`src/rtl/irq_pkg.sv`:
```
// ============================================================================
// Module      : irq_pkg
// Description : Shared cause codes, mie bit positions and arbiter state type
//               for the hart-side interrupt arbiter.
// Revision    : 1.0 - initial release
// ============================================================================
`default_nettype none

package irq_pkg;

    // mcause exception codes for machine-level interrupts
    localparam logic [3:0] IRQ_CODE_MSI = 4'd3;
    localparam logic [3:0] IRQ_CODE_MTI = 4'd7;
    localparam logic [3:0] IRQ_CODE_MEI = 4'd11;

    // mie / mip bit positions
    localparam int MIE_MSIE_BIT = 3;
    localparam int MIE_MTIE_BIT = 7;
    localparam int MIE_MEIE_BIT = 11;

    // Bit positions inside the compact 3-bit pending vector {mei, mti, msi}
    localparam int PEND_MSI = 0;
    localparam int PEND_MTI = 1;
    localparam int PEND_MEI = 2;

    typedef enum logic [1:0] {
        IDLE = 2'd0,
        REQ  = 2'd1,
        SVC  = 2'd2
    } arb_state_e;

endpackage : irq_pkg

`default_nettype wire

```
`src/rtl/irq_prio_enc.sv`:
```
// ============================================================================
// Module      : irq_prio_enc
// Description : Fixed-priority encoder, pending vector -> {hit, cause code}.
//               Priority: MEI > MSI > MTI.
// Revision    : 1.0 - initial release
// ============================================================================
`default_nettype none

module irq_prio_enc
    import irq_pkg::*;
(
    input  logic [2:0] pend,
    output logic       hit,
    output logic [3:0] code
);

    always_comb begin
        hit  = |pend;
        code = 4'd0;
        if (pend[PEND_MEI]) begin
            code = IRQ_CODE_MEI;
        end else if (pend[PEND_MSI]) begin
            code = IRQ_CODE_MSI;
        end else if (pend[PEND_MTI]) begin
            code = IRQ_CODE_MTI;
        end
    end

endmodule : irq_prio_enc

`default_nettype wire

```
`src/rtl/irq_hart_arbiter.sv`:
```
// ============================================================================
// Module      : irq_hart_arbiter
// Description : Samples MTIP/MSIP/MEIP, masks with mie/mstatus.MIE and offers
//               one prioritised trap to the core until MRET. Optional accept
//               latency counter enabled by IRQ_ARB_LAT_CNT_EN.
// Revision    : 1.0 - initial release
// ============================================================================
`default_nettype none

module irq_hart_arbiter
    import irq_pkg::*;
#(
    parameter int XLEN  = 32,
    parameter int LAT_W = 16
) (
    input  logic             clk_i,
    input  logic             rst_i,
    input  logic             mtip_i,
    input  logic             msip_i,
    input  logic             meip_i,
    input  logic [11:0]      mie_i,
    input  logic             mstatus_mie_i,
    output logic             irq_valid_o,
    input  logic             irq_ready_i,
    output logic [XLEN-1:0]  irq_cause_o,
    input  logic             mret_i,
    output logic [11:0]      mip_o,
    output logic             in_service_o,
    output logic [LAT_W-1:0] lat_cnt_o
);

    arb_state_e r_state;
    arb_state_e w_state_next;
    logic [2:0] r_mip;
    logic [3:0] r_code;
    logic [2:0] w_en;
    logic [2:0] w_pend;
    logic       w_hit;
    logic [3:0] w_code;
    logic [11:0] w_mip;
    logic       w_unused_mie;

    assign w_unused_mie = ^{mie_i[10:8], mie_i[6:4], mie_i[2:0]};

    assign w_en[PEND_MSI] = mie_i[MIE_MSIE_BIT];
    assign w_en[PEND_MTI] = mie_i[MIE_MTIE_BIT];
    assign w_en[PEND_MEI] = mie_i[MIE_MEIE_BIT];

    // Pending uses the registered levels but the live enables, so a mask
    // change withdraws a request in the very next cycle.
    assign w_pend = r_mip & w_en & {3{mstatus_mie_i}};

    irq_prio_enc u_prio_enc (
        .pend (w_pend),
        .hit  (w_hit),
        .code (w_code)
    );

    always_ff @(posedge clk_i or posedge rst_i) begin
        if (rst_i) begin
            r_mip   <= 3'b000;
            r_state <= IDLE;
            r_code  <= 4'd0;
        end else begin
            r_mip[PEND_MSI] <= msip_i;
            r_mip[PEND_MTI] <= mtip_i;
            r_mip[PEND_MEI] <= meip_i;
            r_state         <= w_state_next;
            if (r_state == IDLE && w_hit) begin
                r_code <= w_code;
            end
        end
    end

    always_comb begin
        w_state_next = r_state;
        case (r_state)
            IDLE: begin
                if (w_hit) begin
                    w_state_next = REQ;
                end
            end
            REQ: begin
                if (irq_ready_i) begin
                    w_state_next = SVC;
                end else if (!w_hit) begin
                    w_state_next = IDLE;
                end
            end
            SVC: begin
                if (mret_i) begin
                    w_state_next = IDLE;
                end
            end
            default: w_state_next = IDLE;
        endcase
    end

    always_comb begin
        w_mip               = 12'd0;
        w_mip[MIE_MSIE_BIT] = r_mip[PEND_MSI];
        w_mip[MIE_MTIE_BIT] = r_mip[PEND_MTI];
        w_mip[MIE_MEIE_BIT] = r_mip[PEND_MEI];
    end

    assign mip_o        = w_mip;
    assign irq_valid_o  = (r_state == REQ);
    assign in_service_o = (r_state == SVC);
    assign irq_cause_o  = irq_valid_o ? {1'b1, {(XLEN-5){1'b0}}, r_code} : '0;

`ifdef IRQ_ARB_LAT_CNT_EN
    localparam logic [LAT_W-1:0] c_lat_one = 1;

    logic [LAT_W-1:0] r_lat_cnt;
    logic [LAT_W-1:0] r_lat_out;

    // Count covers stalled REQ cycles only; the accept cycle is excluded.
    always_ff @(posedge clk_i or posedge rst_i) begin
        if (rst_i) begin
            r_lat_cnt <= '0;
            r_lat_out <= '0;
        end else begin
            if (r_state == IDLE && w_hit) begin
                r_lat_cnt <= '0;
            end else if (r_state == REQ && !irq_ready_i && r_lat_cnt != '1) begin
                r_lat_cnt <= r_lat_cnt + c_lat_one;
            end
            if (r_state == REQ && irq_ready_i) begin
                r_lat_out <= r_lat_cnt;
            end
        end
    end

    assign lat_cnt_o = r_lat_out;
`else
    assign lat_cnt_o = '0;
`endif

endmodule : irq_hart_arbiter

`default_nettype wire
```
`config.mk`:
```
export PLATFORM = sky130hd
export DESIGN_NAME = irq_hart_arbiter
export DESIGN_NICKNAME = d
export VERILOG_FILES = /design/src/rtl/irq_pkg.sv /design/src/rtl/irq_prio_enc.sv /design/src/rtl/irq_hart_arbiter.sv
export SDC_FILE = /design/constraint.sdc
export NUM_CORES = 1
export LEC_CHECK = 0
export CAP_MARGIN = 20
export CORE_MARGIN = 3
export CORE_UTILIZATION = 30
export CTS_CLUSTER_DIAMETER = 60
export DETAILED_ROUTE_END_ITERATION = 16
export PLACE_DENSITY = 0.94
export SKIP_LAST_GASP = 1
export SYNTH_ARGS = -nofsm -noshare
export SYNTH_HDL_FRONTEND = slang
export SYNTH_SLANG_ARGS = --single-unit
```
`constraint.sdc`:
```
create_clock -name clk_i -period 1.8 [get_ports clk_i]
set_input_delay 0.27 -clock clk_i [delete_from_list [all_inputs] [get_ports clk_i]]
set_output_delay 0.27 -clock clk_i [all_outputs]
set_load 0.01 [all_outputs]
```
==> summary.md, run 1 <==
| Metric | Value |
|---|---|
| Detailed Route WL | `1190 µm` |
| Yosys top cell by area | `buf_4` |
| DP HPWL | `1070 µm` |
| FF-to-FF End | `r_code[3]` |
| DRC Markers | `0` |
| Routed vias/inst | `3.33` |
| Synth unique cells | `17` |
| Leak | `0.482 nW` |
| Synth Warn # | `0` |
| Count leader, synth | `buf_4` |
| Setup violators final | `0` |
| Commonest cells post-synth | `buf_4, dfrtp_1, and2_1, inv_1` |
| Crit-path max FO | `5` |
| Total GRT Usage | `6.44%` |
| Clk Latency, worst-skew pair | `0.25 ns` |
| Post-Syn Area per Cell | `8.94 µm²` |
| Global-route wire length before repair | `1570 µm` |
| DR WL/cell | `8.78 µm` |
| Clock power frac | `26.1%` |
| Initial antenna violation count | `0` |
| Period minus WS final | `1.71 ns` |
| Setup slack at placement | `0.138 ns` |
| Crit path launch | `r_state[0]` |
| Yosys reg bits | `8` |
| Die width | `56.0 µm` |
| CTS tree | `done` |
| Clock buffer depth | `2` |
| CP Capture Point | `in_service_o` |
| TritonCTS Buffers | `3` |
| Fillers | `237` |
| Hold Path Class | `in -> async` |
| Hold buffer count at cts | `0` |
| Final Cell Area | `817 µm²` |
| First-pass DRT Iterations | `2` |
| Die ar. | `3140 µm²` |
| Outcome | `finished clean` |
| IO Pins | `82` |
| Register area share after synthesis | `26.7%` |
| CTS clock-pin slew for the worst setup and hold paths | `0.06 ns` |
| Seq pwr share | `40.7%` |
| Post-Layout Cell Count | `135` |
| Peak Freq | `0.584 GHz` |
| Via count | `450` |
| Int Pwr | `0.350 mW` |
| Antenna Cells | `0` |
| Cell Pwr Density | `640 nW/µm²` |
| Combinational power share | `33.3%` |
| Critical Path RT | `1.53 ns` |
| Row count | `17` |
| Startpoint types | `flop` |
| R2R Path Start | `r_state[1]` |
| Overall die height | `56.0 µm` |
| Setup WS post-layout | `0.0887 ns` |
| Final hold violations | `0` |
| Routed Antenna Nets | `0` |
| GP Congestion | `0.671` |
| Final #Nets | `129` |
| Detailed Route Iter0 Violations | `1` |
| Most used DFF post-synth | `dfrtp_1` |
| Largest net degree at the start of global routing | `9` |
| RSZ-0062 raised after global routing | `false` |
| Max-cap violations | `0` |
| R2R Setup Slk | `0.56 ns` |
| # H-tree levels | `1` |
| Critical path type | `reg -> out` |
| Worst VDD drop | `0.330 mV` |
| Critical path arrival | `1.44 ns` |
| Register area | `200 µm²` |
| Synth Instances | `84` |
| Area grow syn2layout | `8.83%` |
| Worst Reg2Reg Path Length in Cells | `4` |
| IO buf count | `20` |
| DP Cell Count | `129` |
| Worst Setup End Kind | `output port` |
| Post-route clock period utilization | `95.1%` |
| Asr flop ratio synth | `100%` |
| Switching share of power | `33.1%` |
| Multi-input logic area | `325 µm²` |
| Area contributors post-synth | `buf_4, dfrtp_1, and2_1, a22o_1, and2b_2` |
| Synthesized area | `751 µm²` |
| Max Slew Vio Count | `0` |
| Top cell type's share of synthesized area | `54.0%` |
| Share of cells above drive strength 1 | `8.41%` |
| Placed Area | `772 µm²` |
| Initial core utilization | `32.7%` |
| Gr ovfl total | `0` |
| Clock Sink Count | `8` |
| Switch Pwr | `0.173 mW` |
| Core area | `2300 µm²` |
| Clock root buffer | `clkbuf_4` |
| Vias in the first global route | `363` |
| Post-synth EDFFs | `0` |
| Clk_skew | `0.00204 ns` |
[through the flow]
stage | utilization [%] | TNS, ns | power [mW] | hold slack [ns]
after CTS | 35.0 | -0.0864 | 0.529 | 0.269
after floorplan | - | 0 | 0.402 | 0.0857
after global routing | 35.6 | 0 | 0.560 | 0.311
after detailed placement | 33.6 | 0 | 0.388 | 0.479
after global placement | 33.6 | 0 | 0.381 | 0.460
final | 35.6 | 0 | 0.523 | 0.264
[power groups by stage]
| stage | Combinational, mW | Sequential [mW] | Clock (mW) |
|---|---|---|---|
| finish | 0.174 | 0.213 | 0.136 |
| global route | 0.193 | 0.217 | 0.151 |
| CTS | 0.171 | 0.214 | 0.144 |
| detailed placement | 0.171 | 0.218 | 0 |
| global placement | 0.165 | 0.215 | 0 |
| floorplan | 0.188 | 0.215 | 0 |
[cells by family (layout without fill, tap and decap cells)]
kind of cell,count (synthesis),in the layout,synth area share (%)
compound gates,9,9,9.17
other cells,1,52,0.500
flops,8,8,26.7
simple gates,9,9,8.17
buf+inv,57,29,55.5
[state kept, by name, indices dropped and copies added, names as in the netlist]
| signal | flops |
|---|---|
| r_state | 2 |
| r_mip | 3 |
| r_code | 3 |
[worst min-delay path by stage]
stage,startpoint,depth (start not counted),slack [ns],endpoint
2_1_floorplan,rst_i,1,0.09,r_code[1]
3_3_place_gp,r_code[3],2,0.46,r_code[3]
3_5_place_dp,r_code[1],1,0.48,r_code[1]
4_1_cts,rst_i,2,0.27,r_mip[0]
5_1_grt,rst_i,2,0.31,r_state[1]
6_report,rst_i,2,0.26,r_mip[1]
[metal layers]
layer	global-route usage [%]	wire length, µm	share of wire [%]	up-vias
met4	2.03	0	0	0
met5	0	0	0	-
met2	11.5	676	57	36
met3	3.02	168	14	0
met1	6.56	340	29	206
li1	-	-	-	208
[area by class of cell]
class	instances	share of cell area [%]
multi-input combinational	70	39.8
inverter	3	1.38
tap	28	4.29
sequential	8	24.5
clock buffer	3	2.76
timing repair buffer	23	27.3
[worst max-delay path, stage by stage (launching register included)]
cell and delay, ns:
dfrtp_1 0.42, and2b_2 0.24, clkdlybuf4s50_1 0.54
[cells in the final DEF, fill, tap and decap left out, drive strengths merged]
master         instances
a21oi                  2
a22oi                  1
buf                    3
a22o                   2
inv                    3
a31oi                  1
a2111oi                1
dlygate4sd2            4
dlymetal6s2s           2
o21ai                  1
clkbuf                 3
o21bai                 1
conb                  52
or3b                   1
and2b                  2
nand3                  1
nand2                  1
dfrtp                  8
clkdlybuf4s50         14
nor3b                  1
and2                   3
[what timing repair did]
action                     in CTS  in global routing
gates resized for setup         4                  2
hold endpoints to repair        0                  0
setup endpoints to repair       4                  2
buffers inserted                2                  1
(Power assumes the default switching activity.)
==> inputs of run 2 (changes only) <==
--- a/config.mk
+++ b/config.mk
@@ -5,7 +5,7 @@
 export SDC_FILE = /design/constraint.sdc
 export NUM_CORES = 1
 export LEC_CHECK = 0
-export CAP_MARGIN = 20
+export CAP_MARGIN = 0
 export CORE_MARGIN = 3
 export CORE_UTILIZATION = 30
 export CTS_CLUSTER_DIAMETER = 60
==> results of run 2 <==
Same layout as run 1: the final DEF is identical, and so are final timing and power.
==> inputs of run 3 (changes only) <==
--- a/config.mk
+++ b/config.mk
@@ -5,13 +5,14 @@
 export SDC_FILE = /design/constraint.sdc
 export NUM_CORES = 1
 export LEC_CHECK = 0
-export CAP_MARGIN = 0
 export CORE_MARGIN = 3
-export CORE_UTILIZATION = 30
+export CORE_UTILIZATION = 31
 export CTS_CLUSTER_DIAMETER = 60
 export DETAILED_ROUTE_END_ITERATION = 16
-export PLACE_DENSITY = 0.94
+export PLACE_DENSITY = 0.93
+export SETUP_SLACK_MARGIN = 0.1
 export SKIP_LAST_GASP = 1
 export SYNTH_ARGS = -nofsm -noshare
 export SYNTH_HDL_FRONTEND = slang
+export SYNTH_HIERARCHICAL = 1
 export SYNTH_SLANG_ARGS = --single-unit
==> run 3 against run 2 <==
Sequential cell count increased by 1. Setup slack improved by 0.090 ns. Clock power is 13% higher. Largest cell class unchanged.
==> summary.md, run 3 <==
| Metric | Value |
|---|---|
| Outcome | `finished clean` |
| Routed Antenna Nets | `0 (unchanged)` |
| Worst Setup End Kind | `output port` |
| Critical Path RT | `1.53 ns (about the same)` |
| Largest net degree at the start of global routing | `10 (+1)` |
| Routed vias/inst | `3.26 (-2.1%)` |
| IO buf count | `20 (unchanged)` |
| FF-to-FF End | `r_code[1]` |
| Startpoint types | `flop` |
| DRC Markers | `0 (unchanged)` |
| CP max stage cell | `dfrtp_1` |
| Max-cap violations | `0 (unchanged)` |
| Antenna Cells | `0 (unchanged)` |
| Clock Sink Count | `9 (+1)` |
| Synthesized area | `815 µm² (+8.5%)` |
| Total GRT Usage | `6.65% (+0.21 points)` |
| Commonest cells post-synth | `buf_4, dfrtp_1, and2_1, mux2_2, and3_1` |
| Post-synth EDFFs | `0 (unchanged)` |
| Setup WS post-layout | `0.178 ns (+0.0898 ns)` |
| DR WL/cell | `8.08 µm (-8.0%)` |
| Max Slew Vio Count | `0 (unchanged)` |
| Top cell type's share of synthesized area | `51.6% (-2.4 points)` |
| Most frequent cells in the layout | `conb_1, clkdlybuf4s50_1, dfrtp_1` |
| Worst path bufs/invs | `2 (+1)` |
| Row count | `17 (unchanged)` |
| Gr ovfl total | `0 (unchanged)` |
| Yosys reg bits | `9 (+1)` |
| Hold Path Class | `in -> async` |
| Leak | `0.508 nW (+5.3%)` |
| Worst Reg2Reg Path Length in Cells | `4 (unchanged)` |
| Largest registers | `r_code (4), r_mip (3), r_state (2)` |
| First-pass DRT Iterations | `1 (-1)` |
| Overall die height | `57.3 µm (+2.2%)` |
| Most common cell after layout, fill and taps aside | `conb_1` |
| Global-route wire length before repair | `1680 µm (+6.5%)` |
| Most used DFF post-synth | `dfrtp_1` |
| Asr flop ratio synth | `100% (unchanged)` |
| Worst VDD drop | `0.389 mV (+18%)` |
| Die ar. | `3280 µm² (+4.5%)` |
| Core area | `2340 µm² (+1.9%)` |
| Via count | `457 (+1.6%)` |
| Worst-path cell chain | `and2b_2 > buf_4 > and2_1 > clkdlybuf4s15_1` |
| Synth Warn # | `6 (+6)` |
| Die width | `57.3 µm (+2.2%)` |
| Post-Layout Cell Count | `140 (+3.7%)` |
| Crit path launch | `r_state[0]` |
| Cell Pwr Density | `671 nW/µm² (+4.8%)` |
| GP Congestion | `0.755 (+13%)` |
| Final hold violations | `0 (unchanged)` |
| Max reg flops | `4` |
| DR WL met2 | `588 µm (-13%)` |
| Slowest stage delay, CP | `0.37 ns (-0.17 ns)` |
| Count leader, synth | `buf_4` |
| Post-route clock period utilization | `90.1% (-5.0 points)` |
| Pwr Total | `0.596 mW (+14%)` |
| Post-Syn Area per Cell | `9.36 µm² (+4.8%)` |
| M1 wire length | `380 µm (+12%)` |
| Critical path type | `reg -> out` |
| IO Pins | `82 (unchanged)` |
| Peak Freq | `0.617 GHz (+5.5%)` |
| Yosys top cell by area | `buf_4` |
| Area contributors post-synth | `buf_4, dfrtp_1, mux2_2, and2_1, and3_1` |
| Clk Latency, worst-skew pair | `0.25 ns (about the same)` |
| Period minus WS final | `1.62 ns (-0.0898 ns)` |
| Top sig layer | `met4` |
| Clock root buffer | `clkbuf_4` |
| R2R Setup Slk | `0.31 ns (-0.25 ns)` |
| Final #Nets | `133 (+3.1%)` |
| CTS tree | `done` |
| Setup slack at placement | `-0.0128 ns (-0.151 ns)` |
| Clk_skew | `0.000548 ns (-0.00149 ns)` |
| Synth Instances | `87 (+3.6%)` |
| RSZ-0062 raised after global routing | `false` |
| Detailed Route WL | `1130 µm (-4.6%)` |
| Initial antenna violation count | `0 (unchanged)` |
| Critical path arrival | `1.35 ns (-0.09 ns)` |
| R2R Path Start | `r_mip[0]` |
| TritonCTS Buffers | `3 (unchanged)` |
| Synth unique cells | `15 (-2)` |
| DP HPWL | `1010 µm (-5.7%)` |
| Share of cells above drive strength 1 | `14.3% (+5.9 points)` |
| Initial core utilization | `34.8% (+2.1 points)` |
| Setup violators final | `0 (unchanged)` |
| Detailed Route Iter0 Violations | `0 (-1)` |
| Clock buffer depth | `2 (unchanged)` |
| Top delay family on crit path | `flip-flops` |
| Top reg by flops | `r_code` |
| # H-tree levels | `1 (unchanged)` |
| Post-route setup TNS | `0 ns (unchanged)` |
| DP Cell Count | `134 (+3.9%)` |
| CTS clock-pin slew for the worst setup and hold paths | `0.06 ns (about the same)` |
| Crit-path max FO | `3 (-2)` |
| WL met3 | `154 µm (-8.3%)` |
| Area grow syn2layout | `9.06%` |
| Register area share after synthesis | `27.6% (+0.98 points)` |
| Fillers | `246 (+3.8%)` |
| Vias in the first global route | `399 (+9.9%)` |
[run 3: cell types whose count changed after synthesis, sizes merged, moves of 2 or more]
cell	previous run	this run
a21oi	2	0
and3	0	3
mux2	0	4
a22o	2	0
buf	54	56
[run 3: cell type report]
| type | instances | area, µm² | area share (%) |
|---|---|---|---|
| Clock buffer | 4 | 26.3 | 2.96 |
| Inverter | 2 | 7.51 | 0.845 |
| Multi-Input combinational cell | 71 | 354 | 39.9 |
| Sequential cell | 9 | 225 | 25.4 |
| Tap cell | 28 | 35.0 | 3.94 |
| Timing Repair Buffer | 26 | 240 | 27.0 |
[run 3: per-layer routing]
layer,up-vias,global-route usage [%]
li1,217,-
met1,197,7.67
met2,41,9.95
met3,2,2.49
met4,0,4.97
met5,-,0
[run 3: repair_timing]
action / 4_1_cts / 5_1_grt
setup buffers: 1 / 1
gates cloned: 0 / 0
resized for setup: 8 / 3
hold buffers: 0 / 0
endpoints found under the setup margin: 7 / 3
[run 3: worst max path at each step]
stage	to	slack [ns]	depth (start not counted)
6_report	irq_cause_o[1]	0.18	4
5_1_grt	irq_cause_o[1]	0.12	4
4_1_cts	irq_cause_o[1]	0.09	4
3_5_place_dp	r_code[1]	-0.01	5
3_3_place_gp	r_code[3]	-0.01	5
2_1_floorplan	r_code[0]	0.25	4
[run 3: report_power, final]
part / internal [mW] / switching (mW) / total [mW]
registers: 0.232 / 0.0128 / 0.245
clock network: 0.0852 / 0.0675 / 0.153
logic: 0.0949 / 0.103 / 0.198
[run 3: logic make-up (layout without fill, tap and decap cells)]
family | after synthesis | count (layout) | synth area share (%)
other cells | 1 | 52 | 0.460
mux | 4 | 4 | 5.53
buf+inv | 58 | 32 | 52.5
flops | 9 | 9 | 27.7
simple gates | 14 | 14 | 12.8
compound gates | 1 | 1 | 1.08
[run 3: per-stage QoR]
step                util [%]  hold WS [ns]  instance area (µm²)
floorplan                  -        0.0979                 1010
global placement        36.4         0.483                  851
detailed placement      36.4         0.489                  851
CTS                     37.5         0.280                  877
global route            38.0         0.315                  888
finish                  38.0         0.274                  888
